File: config.mk
export PLATFORM = sky130hd
export DESIGN_NAME = app_stream_rx_flat
export DESIGN_NICKNAME = d
export VERILOG_FILES = /design/src/rtl/app_stream_rx_if.sv /design/src/rtl/app_stream_rx.sv /design/src/flat_wrapper.sv
export SDC_FILE = /design/constraint.sdc
export NUM_CORES = 1
export LEC_CHECK = 0
export ABC_AREA = 0
export BUFFER_PORTS_ARGS = -buffer_cell sky130_fd_sc_hd__buf_2
export CAP_MARGIN = 0
export CELL_PAD_IN_SITES_DETAIL_PLACEMENT = 0
export CELL_PAD_IN_SITES_GLOBAL_PLACEMENT = 1
export CORE_MARGIN = 8
export CORE_UTILIZATION = 25
export CTS_CLUSTER_DIAMETER = 150
export CTS_CLUSTER_SIZE = 8
export DETAILED_ROUTE_END_ITERATION = 8
export HOLD_SLACK_MARGIN = 0.1
export PLACE_DENSITY = 0.51
export SETUP_SLACK_MARGIN = 0.5
export SLEW_MARGIN = 20
export SYNTH_ARGS = -nofsm -noshare
export SYNTH_HDL_FRONTEND = slang
export SYNTH_SLANG_ARGS = --single-unit
File: constraint.sdc
create_clock -name clk_i -period 4.7 [get_ports clk_i]
set_input_delay 0.705 -clock clk_i [delete_from_list [all_inputs] [get_ports clk_i]]
set_output_delay 0.705 -clock clk_i [all_outputs]
set_load 0.005 [all_outputs]
File: src/rtl/app_stream_rx_if.sv
// Flit stream handshake (tx/credit/data) shared by the application source,
// the receive framer and the packetizer.
interface app_stream_rx_if #(
   parameter int unsigned FLIT_SIZE = 32
);
   logic                 tx;
   logic                 credit;
   logic [FLIT_SIZE-1:0] data;

   modport master (output tx, output data, input credit);
   modport slave  (input tx, input data, output credit);
endinterface

File: src/rtl/app_stream_rx.sv
// Receive-side framer: buffers the application injection stream, labels each
// flit with its field code and flags the final flit of every application.
module app_stream_rx #(
   parameter int unsigned FLIT_SIZE  = 32,
   parameter int unsigned FIFO_DEPTH = 4
) (
   input  logic            clk_i,
   input  logic            rst_i,
   app_stream_rx_if.slave  rx,
   app_stream_rx_if.master tx,
   output logic [3:0]      field_o,
   output logic            last_o,
   output logic            app_done_o,
   output logic            err_o
);

   localparam int unsigned AW = (FIFO_DEPTH > 1) ? $clog2(FIFO_DEPTH) : 1;

   typedef enum logic [3:0] {
      S_DSIZE = 4'd0,
      S_TCNT  = 4'd1,
      S_MAP   = 4'd2,
      S_TAG   = 4'd3,
      S_DESCR = 4'd4,
      S_TEXT  = 4'd5,
      S_DATA  = 4'd6,
      S_BSS   = 4'd7,
      S_ENTRY = 4'd8,
      S_BIN   = 4'd9
   } state_t;

   logic [FLIT_SIZE-1:0] mem [FIFO_DEPTH];
   logic [AW-1:0]        wr_ptr;
   logic [AW-1:0]        rd_ptr;
   logic [AW:0]          count;
   logic                 full;
   logic                 empty;
   logic                 push;
   logic                 pop;
   logic [FLIT_SIZE-1:0] head;

   logic                 out_valid;
   logic [FLIT_SIZE-1:0] out_data;

   state_t               state, state_n;
   logic [FLIT_SIZE-1:0] descr_rem, descr_rem_n;
   logic [FLIT_SIZE-1:0] task_cnt, task_cnt_n;
   logic [FLIT_SIZE-1:0] task_idx, task_idx_n;
   logic [FLIT_SIZE-1:0] bin_rem, bin_rem_n;
   logic [FLIT_SIZE:0]   bin_sum, bin_sum_n;
   logic [FLIT_SIZE-1:0] idx_inc;
   logic                 err_n;
   logic                 app_end;
   logic                 task_end;

   assign full      = (count == (AW+1)'(FIFO_DEPTH));
   assign empty     = (count == '0);
   assign rx.credit = !rst_i && !full;
   assign push      = rx.tx && rx.credit;
   assign pop       = !empty && (!out_valid || tx.credit);
   assign head      = mem[rd_ptr];

   assign tx.tx   = out_valid;
   assign tx.data = out_data;

   always_ff @(posedge clk_i) begin
      if (push) begin
         mem[wr_ptr] <= rx.data;
      end
   end

   always_ff @(posedge clk_i) begin
      if (rst_i) begin
         wr_ptr <= '0;
         rd_ptr <= '0;
         count  <= '0;
      end else begin
         if (push) begin
            wr_ptr <= wr_ptr + AW'(1);
         end
         if (pop) begin
            rd_ptr <= rd_ptr + AW'(1);
         end
         count <= count + (AW+1)'(push) - (AW+1)'(pop);
      end
   end

   // Next-state logic evaluates the FIFO head; it only takes effect on a pop.
   always_comb begin
      state_n     = state;
      descr_rem_n = descr_rem;
      task_cnt_n  = task_cnt;
      task_idx_n  = task_idx;
      bin_rem_n   = bin_rem;
      bin_sum_n   = bin_sum;
      err_n       = err_o;
      app_end     = 1'b0;
      task_end    = 1'b0;
      idx_inc     = task_idx + FLIT_SIZE'(1);
      unique case (state)
         S_DSIZE: begin
            descr_rem_n = head;
            state_n     = S_TCNT;
         end
         S_TCNT: begin
            task_cnt_n = head;
            task_idx_n = '0;
            if (head != '0) begin
               state_n = S_MAP;
            end else if (descr_rem != '0) begin
               state_n = S_DESCR;
            end else begin
               app_end = 1'b1;
            end
         end
         S_MAP: begin
            state_n = S_TAG;
         end
         S_TAG: begin
            if (head != '1) begin
               err_n = 1'b1;
            end
            task_idx_n = idx_inc;
            if (idx_inc < task_cnt) begin
               state_n = S_MAP;
            end else if (descr_rem != '0) begin
               state_n = S_DESCR;
            end else begin
               state_n    = S_TEXT;
               task_idx_n = '0;
            end
         end
         S_DESCR: begin
            descr_rem_n = descr_rem - FLIT_SIZE'(1);
            if (descr_rem == FLIT_SIZE'(1)) begin
               if (task_cnt == '0) begin
                  app_end = 1'b1;
               end else begin
                  state_n    = S_TEXT;
                  task_idx_n = '0;
               end
            end
         end
         S_TEXT: begin
            bin_sum_n = {1'b0, head};
            state_n   = S_DATA;
         end
         S_DATA: begin
            bin_sum_n = bin_sum + {1'b0, head};
            state_n   = S_BSS;
         end
         S_BSS: begin
            state_n = S_ENTRY;
         end
         S_ENTRY: begin
            bin_rem_n = FLIT_SIZE'(bin_sum >> 2);
            if (bin_sum[FLIT_SIZE:2] == '0) begin
               task_end = 1'b1;
            end else begin
               state_n = S_BIN;
            end
         end
         S_BIN: begin
            bin_rem_n = bin_rem - FLIT_SIZE'(1);
            if (bin_rem == FLIT_SIZE'(1)) begin
               task_end = 1'b1;
            end
         end
         default: begin
            state_n = S_DSIZE;
         end
      endcase
      if (task_end) begin
         task_idx_n = idx_inc;
         if (idx_inc < task_cnt) begin
            state_n = S_TEXT;
         end else begin
            app_end = 1'b1;
         end
      end
      if (app_end) begin
         state_n = S_DSIZE;
      end
   end

   always_ff @(posedge clk_i) begin
      if (rst_i) begin
         state      <= S_DSIZE;
         descr_rem  <= '0;
         task_cnt   <= '0;
         task_idx   <= '0;
         bin_rem    <= '0;
         bin_sum    <= '0;
         err_o      <= 1'b0;
         out_valid  <= 1'b0;
         out_data   <= '0;
         field_o    <= '0;
         last_o     <= 1'b0;
         app_done_o <= 1'b0;
      end else begin
         app_done_o <= out_valid && tx.credit && last_o;
         if (pop) begin
            state     <= state_n;
            descr_rem <= descr_rem_n;
            task_cnt  <= task_cnt_n;
            task_idx  <= task_idx_n;
            bin_rem   <= bin_rem_n;
            bin_sum   <= bin_sum_n;
            err_o     <= err_n;
            out_valid <= 1'b1;
            out_data  <= head;
            field_o   <= state;
            last_o    <= app_end;
         end else if (tx.credit) begin
            out_valid <= 1'b0;
         end
      end
   end

endmodule

File: src/flat_wrapper.sv
// flat-port wrapper written by rule: the top's interface ports become plain ports
module app_stream_rx_flat 
#(
   parameter int unsigned FLIT_SIZE  = 32,
   parameter int unsigned FIFO_DEPTH = 4
)
  (clk_i, rst_i, field_o, last_o, app_done_o, err_o, rx_tx, rx_data, rx_credit, tx_tx, tx_data, tx_credit);
  app_stream_rx_if #(.FLIT_SIZE(FLIT_SIZE)) rx_i ();
  app_stream_rx_if #(.FLIT_SIZE(FLIT_SIZE)) tx_i ();
  input  logic clk_i;
  input  logic rst_i;
  output logic [3:0] field_o;
  output logic last_o;
  output logic app_done_o;
  output logic err_o;
  input wire logic [$bits(rx_i.tx)-1:0] rx_tx;
  input wire logic [$bits(rx_i.data)-1:0] rx_data;
  output wire logic [$bits(rx_i.credit)-1:0] rx_credit;
  output wire logic [$bits(tx_i.tx)-1:0] tx_tx;
  output wire logic [$bits(tx_i.data)-1:0] tx_data;
  input wire logic [$bits(tx_i.credit)-1:0] tx_credit;
  assign rx_i.tx = rx_tx;
  assign rx_i.data = rx_data;
  assign rx_credit = rx_i.credit;
  assign tx_tx = tx_i.tx;
  assign tx_data = tx_i.data;
  assign tx_i.credit = tx_credit;
  app_stream_rx #(.FLIT_SIZE(FLIT_SIZE), .FIFO_DEPTH(FIFO_DEPTH)) u_core (.clk_i(clk_i), .rst_i(rst_i), .rx(rx_i), .tx(tx_i), .field_o(field_o), .last_o(last_o), .app_done_o(app_done_o), .err_o(err_o));
endmodule
==> summary.txt, run 1 <==
Pwr
  – Leak: a little under 8 nW
  – P per Cell Area: around 550 nW/µm²
  – Peak VDD IR: 0.000304 V

Drt
  – Vias post-DR: 15,200
  – Final WL: ~62 mm
  – Vias per cell: 5.04
  – DRC marker count from the first detailed-route iteration: ~1,000
  – # DRC: 0
  – Post-DR wirelength/cell: 20.8 µm
  – Post-DRT Antenna Nets: 0
  – Pre-antenna DRT Iters: 5

Logic synthesis
  – Post-synthesis cell count: 1,959
  – Main synth FF type: dfxtp_1
  – EDFF count, synth: 128
  – Unique masters post-synth: 84
  – Sequential fraction of the synthesis area: 45.2%
  – Syn_nets: ~2,100
  – Ys async rst share: 0%
  – Synth Area per Inst: 9.18 µm²
  – YS warnings: 0
  – Top cell type's share of synthesized area: 23.8%
  – Area contributors post-synth: dfxtp_1 (24%), edfxtp_1 (21%), nand2_1 (6.1%)
  – Mapped Area: 18,000 µm²
  – #FFs+latches synth: roughly 340
  – Synth area leader: dfxtp_1

Setup path
  – Worst Path Arrival: 4.49 ns
  – Worst Setup Start Kind: flip-flop
  – Worst setup path class: flip-flop to flip-flop
  – Worst Path Required: 5.22 ns
  – CP max FO: 15
  – CP Capture Type: flip-flop

Run
  – MaxCap Viol Count: 0

Timing
  – Period minus WS final: 3.97 ns
  – Hold Vio Cnt, Final: 0
  – Max Slew Vio Count: 0
  – Tightest Pin Transition: approximately 1.1 ns
  – Fmax: 252 MHz
  – Clk_skew: 0.0408 ns
  – RSZ-0062 raised after global routing: no
  – Setup TNS: 0 ns
  – Relative slew margins: 28.0%
  – Finish-stage setup viols: 0
  – Final Cycle Share: 84.5%

Floorplanning
  – Chip width: between 200 and 300 µm
  – Site Rows: 98
  – IO Pins: 77
  – Die area: 80,800 µm²
  – DIE HEIGHT: between 200 and 300 µm
  – Initial core utilization: 25.2%
  – Core footprint: between 70,000 and 80,000 µm²

Clock network
  – Maximum clock insertion buffer count: 3
  – Clk slew on worst S/H paths: 0.06 ns
  – H-tree depth: 2
  – CTS Sinks: 342
  – CTS Root Buffer Type: clkbuf_16
  – Worst skew pair latency: ~0.61 ns
  – CTS tree: yes
  – Num CTS Buffers: 48

Global route
  – GRT Util Overall: between 10 and 15%
  – Vias in the first global route: 14,900
  – Total gr overflow: 0
  – Pin count of the biggest net entering global routing: 55
  – Initial antenna violation count: 2
  – First-pass GRT wire length: 94.0 mm

Min path
  – Hold WC Path Type: input pin to flip-flop
  – Hold path startpoint: rx_data[3]

Cells and area
  – Area of the multi-input gates: approximately 9300 µm²
  – Post-Layout Cell Count: 3,009
  – Layout cells sized above 1: ~14%
  – FF+latch area: approximately 8100 µm²
  – P&R area growth vs syn: 17.3%
  – # fillers: 7,543
  – # nets final: 2,150

Place
  – Placed cell count: roughly 2,900
  – DP Wirelength: around 42 mm
  – Port Buffer Count: 76
  – GPL Wtd Cong: 0.778

Status
  – Status: complete, no violations
[critical path, cell delays in order (launching register included)]
cell,delay [ns]
dfxtp_2,0.36
buf_6,0.26
mux4_2,0.60
ha_1,0.35
nor2b_1,0.25
o31ai_1,0.15
a211o_1,0.33
a21oi_1,0.48
o21ai_0,0.30
o31a_1,0.44
mux2i_1,0.16
a311oi_1,0.20
[cell usage in the layout, fill, tap and decap left out, types with 14 or more instances in the layout]
master       n
a21oi_1    172
ha_1        73
nor4_1      42
a311oi_1    15
mux4_2      32
dfxtp_1    203
clkbuf_16   48
o22ai_1     14
edfxtp_1   128
a21o_1      14
xnor2_1     42
inv_1       66
xor2_1      46
nand4_1     35
o21ai_0     74
a31oi_1     19
buf_4       60
clkbuf_1    18
nor3_1      43
nor2_1     188
a211oi_1    42
nand3_1     50
nand2_1    291
buf_2       75
[metal layers]
layer | vias to the layer above | track usage (%) | part of all wire (%)
li1 | 7312 | - | -
met1 | 7416 | 20.6 | 48
met2 | 362 | 23.6 | 45
met3 | 71 | 2.74 | 5.0
met4 | 2 | 3.70 | 2.1
met5 | - | 0 | 0.019
[path summary, 6_finish.rpt]
kind / end / slack [ns] / depth (start not counted)
hold reg to reg: u_core.field_o[0] / 0.45 / 2
setup reg to reg: u_core.bin_sum[26] / 0.73 / 11
setup / recovery: u_core.bin_sum[26] / 0.73 / 11
hold / removal: u_core.mem[2][3] / 0.32 / 1
[cells in the mapped netlist (46+ instances only)]
| library cell | count |
|---|---|
| a21oi_1 | 172 |
| clkbuf_1 | 85 |
| o21ai_0 | 76 |
| nor3_1 | 46 |
| nor2_1 | 190 |
| dfxtp_1 | 214 |
| ha_1 | 74 |
| nand2_1 | 291 |
| xor2_1 | 46 |
| nand3_1 | 51 |
| edfxtp_1 | 128 |
| inv_1 | 66 |
[power by group]
part	switching [mW]	internal [mW]
clock network	1.37	1.89
logic	2.97	1.53
registers	0.331	3.48
[through the flow]
stage	instance area, µm²	power, mW	worst slack, ns	utilization, %	hold WS [ns]
3_3_place_gp	19600	8.32	0.452	27.5	0.445
5_1_grt	21100	12.3	0.460	29.6	0.291
2_1_floorplan	18000	6.52	0.602	-	0.444
3_5_place_dp	19600	8.33	0.326	27.5	0.446
4_1_cts	21000	11.7	0.524	29.4	0.278
6_report	21100	11.6	0.727	29.6	0.320
[layout make-up]
cell class | instances | share of cell area, %
Tap cell | 950 | 5.63
Multi-Input combinational cell | 1438 | 43.9
Clock buffer | 67 | 6.08
Clock inverter | 3 | 0.380
Inverter | 68 | 1.21
Antenna cell | 1 | 0.0119
Sequential cell | 342 | 38.6
Timing Repair Buffer | 140 | 4.22
[flip-flops by register name, summed over array words and instances (netlist names), 4 cells and up, named ones only]
signal            flops
u_core.descr_rem     32
u_core.task_idx      32
u_core.tx.data       32
u_core.state          4
u_core.mem          128
u_core.bin_rem       32
u_core.task_cnt      32
u_core.field_o        4
u_core.bin_sum       33
[cells by family (layout without fill, tap and decap cells)]
group / count (synthesis) / after routing / synth area share, %
and+or+nand+nor: 765 / 765 / 20.1
AOI/OAI and AO/OA: 470 / 471 / 16.6
DFF: 342 / 342 / 45.2
buffers and inverters: 180 / 278 / 4.10
xor gates and xnor gates: 88 / 88 / 4.29
adders and majority gates: 76 / 76 / 5.37
muxes: 38 / 38 / 4.34
other: 0 / 1 / 0
[timing repair]
item / in CTS / in global routing
endpoints found under the setup margin: 33 / 38
hold buffers: 0 / 0
gates cloned: 0 / 1
buffers inserted: 0 / 2
resized for setup: 3 / 28
pin swaps: 0 / 7
endpoints found under the hold margin: 0 / 0
Note: power is estimated with default switching activity, not from simulation.
==> run 2: changes to the inputs <==
--- a/config.mk
+++ b/config.mk
@@ -16,7 +16,7 @@
 export CTS_CLUSTER_SIZE = 8
 export DETAILED_ROUTE_END_ITERATION = 8
 export HOLD_SLACK_MARGIN = 0.1
-export PLACE_DENSITY = 0.51
+export PLACE_DENSITY = 0.53
 export SETUP_SLACK_MARGIN = 0.5
 export SLEW_MARGIN = 20
 export SYNTH_ARGS = -nofsm -noshare
==> constraint.sdc (replaced) <==
create_clock -name clk_i -period 3.45 [get_ports clk_i]
set_input_delay 0.5175 -clock clk_i [delete_from_list [all_inputs] [get_ports clk_i]]
set_output_delay 0.5175 -clock clk_i [all_outputs]
set_load 0.005 [all_outputs]
==> summary.txt, run 2 (synthesis results as in run 1) <==
Status
  – Status: complete, but fails checks
  – Failing checks: setup timing

Min path
  – Hold WC Path Type: input pin to flip-flop
  – Hold path startpoint: rx_data[30]

Setup path
  – CP Capture Type: flip-flop
  – Worst Path Required: 3.99 ns (-1.23 ns)
  – Worst Path Arrival: 4.32 ns (-0.17 ns)
  – Worst setup path class: flip-flop to flip-flop
  – CP max FO: 15 (unchanged)
  – Worst Setup Start Kind: flip-flop
  – Crit path launch: u_core.task_idx[11]
  – Reg2reg start: u_core.task_idx[11]

Timing
  – Hold Vio Cnt, Final: 0 (unchanged)
  – Worst setup margin: -0.334 ns (-1.06 ns)
  – Setup TNS: -10.98 ns (-10.98 ns)
  – Max Slew Vio Count: 0 (unchanged)
  – Period minus WS final: 3.78 ns (-0.189 ns)
  – Tightest Pin Transition: 1.11 ns (+0.0254 ns)
  – Finish-stage setup viols: 36 (+36)
  – Final Cycle Share: 110% (+25 points)
  – Fmax: 264 MHz (+5.0%)
  – Relative slew margins: 26.3% (-1.7 points)
  – Clk_skew: 0.0477 ns (+0.00690 ns)
  – RSZ-0062 raised after global routing: yes

Drt
  – Vias post-DR: 16,100 (+5.9%)
  – Post-DRT Antenna Nets: 0 (unchanged)
  – Pre-antenna DRT Iters: 5 (unchanged)
  – DRC marker count from the first detailed-route iteration: 1,090 (+6.9%)
  – # DRC: 0 (unchanged)
  – Final WL: 64.1 mm (+2.6%)
  – Post-DR wirelength/cell: 19.9 µm (-4.3%)
  – Vias per cell: 4.98 (-1.2%)

Cells and area
  – Register with the most flip-flops: u_core.mem
  – Layout cells sized above 1: 26.6% (+13 points)
  – Most frequent cells in the layout: nand2_1 (287), buf_4 (231), dfxtp_1 (208), nor2_1 (170), a21oi_1 (158)
  – # nets final: 2,367 (+10%)
  – Area of the multi-input gates: 10,100 µm² (+9.0%)
  – FF+latch area: 8140 µm² (about the same)
  – ANT cells: 0 (-1)
  – Largest registers: u_core.mem (128), u_core.bin_sum (33)
  – # fillers: 7,367 (-2.3%)
  – P&R area growth vs syn: 32.5%
  – Post-route cell area: 23,800 µm² (+13%)
  – Most common cell after layout, fill and taps aside: nand2_1
  – Core Util, Final: 33.4% (+3.8 points)
  – Max FFs per register: 128 (unchanged)
  – Post-Layout Cell Count: 3,226 (+7.2%)

Clock network
  – CTS tree: yes
  – Clk slew on worst S/H paths: 0.05 ns (about the same)
  – H-tree depth: 2 (unchanged)
  – CTS Sinks: 342 (unchanged)
  – Maximum clock insertion buffer count: 3 (unchanged)
  – Worst skew pair latency: 0.61 ns (about the same)
  – Num CTS Buffers: 48 (unchanged)
  – CTS Root Buffer Type: clkbuf_16

Pwr
  – Clock power frac: 26.3% (-1.9 points)
  – P per Cell Area: 707 nW/µm² (+29%)
  – Leak: 9.00 nW (+17%)
  – Seq pwr share: 30.8% (-2.2 points)
  – Switching portion of total power: 39.5% (-0.87 points)
  – Peak VDD IR: 0.000406 V (+34%)
  – P_int: 10.2 mW (+48%)
  – Psw: 6.66 mW (+43%)
  – Combinational power share: 42.9% (+4.0 points)

Place
  – GPL Wtd Cong: 0.817 (+5.0%)
  – DP Wirelength: 44.0 mm (+5.5%)
  – Post-placement cell area: 21,100 µm² (+7.6%)
  – Port Buffer Count: 76 (unchanged)
  – Placed cell count: 3,093 (+5.4%)

Global route
  – Initial antenna violation count: 0 (-2)
  – First-pass GRT wire length: 97.2 mm (+3.4%)
  – Vias in the first global route: 15,900 (+6.9%)
  – Total gr overflow: 0 (unchanged)
  – GRT Util Overall: 15.2% (+0.37 points)
  – Pin count of the biggest net entering global routing: 83 (+51%)

Floorplanning
  – Initial core utilization: 25.2% (unchanged)
  – Site Rows: 98 (unchanged)
  – DIE HEIGHT: 284 µm (unchanged)
  – Die area: 80,800 µm² (unchanged)
  – IO Pins: 77 (unchanged)
  – Chip width: 284 µm (unchanged)
  – Core footprint: 71,400 µm² (unchanged)

Run
  – MaxCap Viol Count: 0 (unchanged)
[run 2: metrics by stage]
step	setup WS, ns	hold slack, ns	total power, mW
global placement	-0.349	0.447	11.9
detailed placement	-0.477	0.446	11.9
finish	-0.334	0.136	16.9
global route	-0.493	0.113	17.9
floorplan	-0.333	0.444	9.05
CTS	-0.276	0.100	16.8
[run 2: worst max-delay path, cell delays in order (launching register included)]
cell       delay (ns)
dfxtp_2          0.32
nand4_1          0.13
or3_4            0.43
nor4b_4          0.26
nand4_1          0.22
nor2_4           0.16
nand3_2          0.09
xnor2_1          0.13
ha_1             0.29
a21o_1           0.17
a211oi_2         0.21
o21ai_1          0.09
a221o_1          0.33
a31oi_2          0.21
o21ai_2          0.10
a31o_4           0.29
clkbuf_16        0.19
nor2_1           0.10
[run 2: power by group through the flow]
| stage | registers, mW | logic, mW | clock network [mW] |
|---|---|---|---|
| global route | 5.25 | 7.90 | 4.73 |
| global placement | 5.24 | 6.65 | 0 |
| floorplan | 5.11 | 3.93 | 0 |
| finish | 5.18 | 7.23 | 4.44 |
| CTS | 5.17 | 7.08 | 4.58 |
| detailed placement | 5.24 | 6.70 | 0 |
[run 2: worst paths after layout]
check	end	slack (ns)	cells past startpoint
max	u_core.task_idx[29]	-0.33	17
min	u_core.mem[0][30]	0.14	1
max reg2reg	u_core.task_idx[29]	-0.33	17
min reg2reg	u_core.field_o[2]	0.45	2
[run 2: final cells by class]
| class | count | area share (%) |
|---|---|---|
| well taps | 950 | 4.99 |
| flip-flops and latches | 342 | 34.2 |
| clock inverters | 3 | 0.336 |
| repair buffers | 358 | 11.7 |
| inverters | 68 | 1.07 |
| multi-input cells | 1437 | 42.3 |
| clock buffers | 68 | 5.40 |
[run 2: timing repair]
item,in CTS,in global routing
pin swaps,67,49
setup endpoints to repair,58,65
endpoints found under the hold margin,47,0
hold buffers,14,0
gates resized for setup,95,73
cloned,1,2
buffers inserted,33,12
[run 2: per-layer routing]
metal  vias up  share of wire, %  track usage, %
met2       377                44            23.9
met1      7832                47            20.5
met3       123               5.1            2.74
met5         -                 0               0
met4         0               4.0            5.88
li1       7730                 -               -
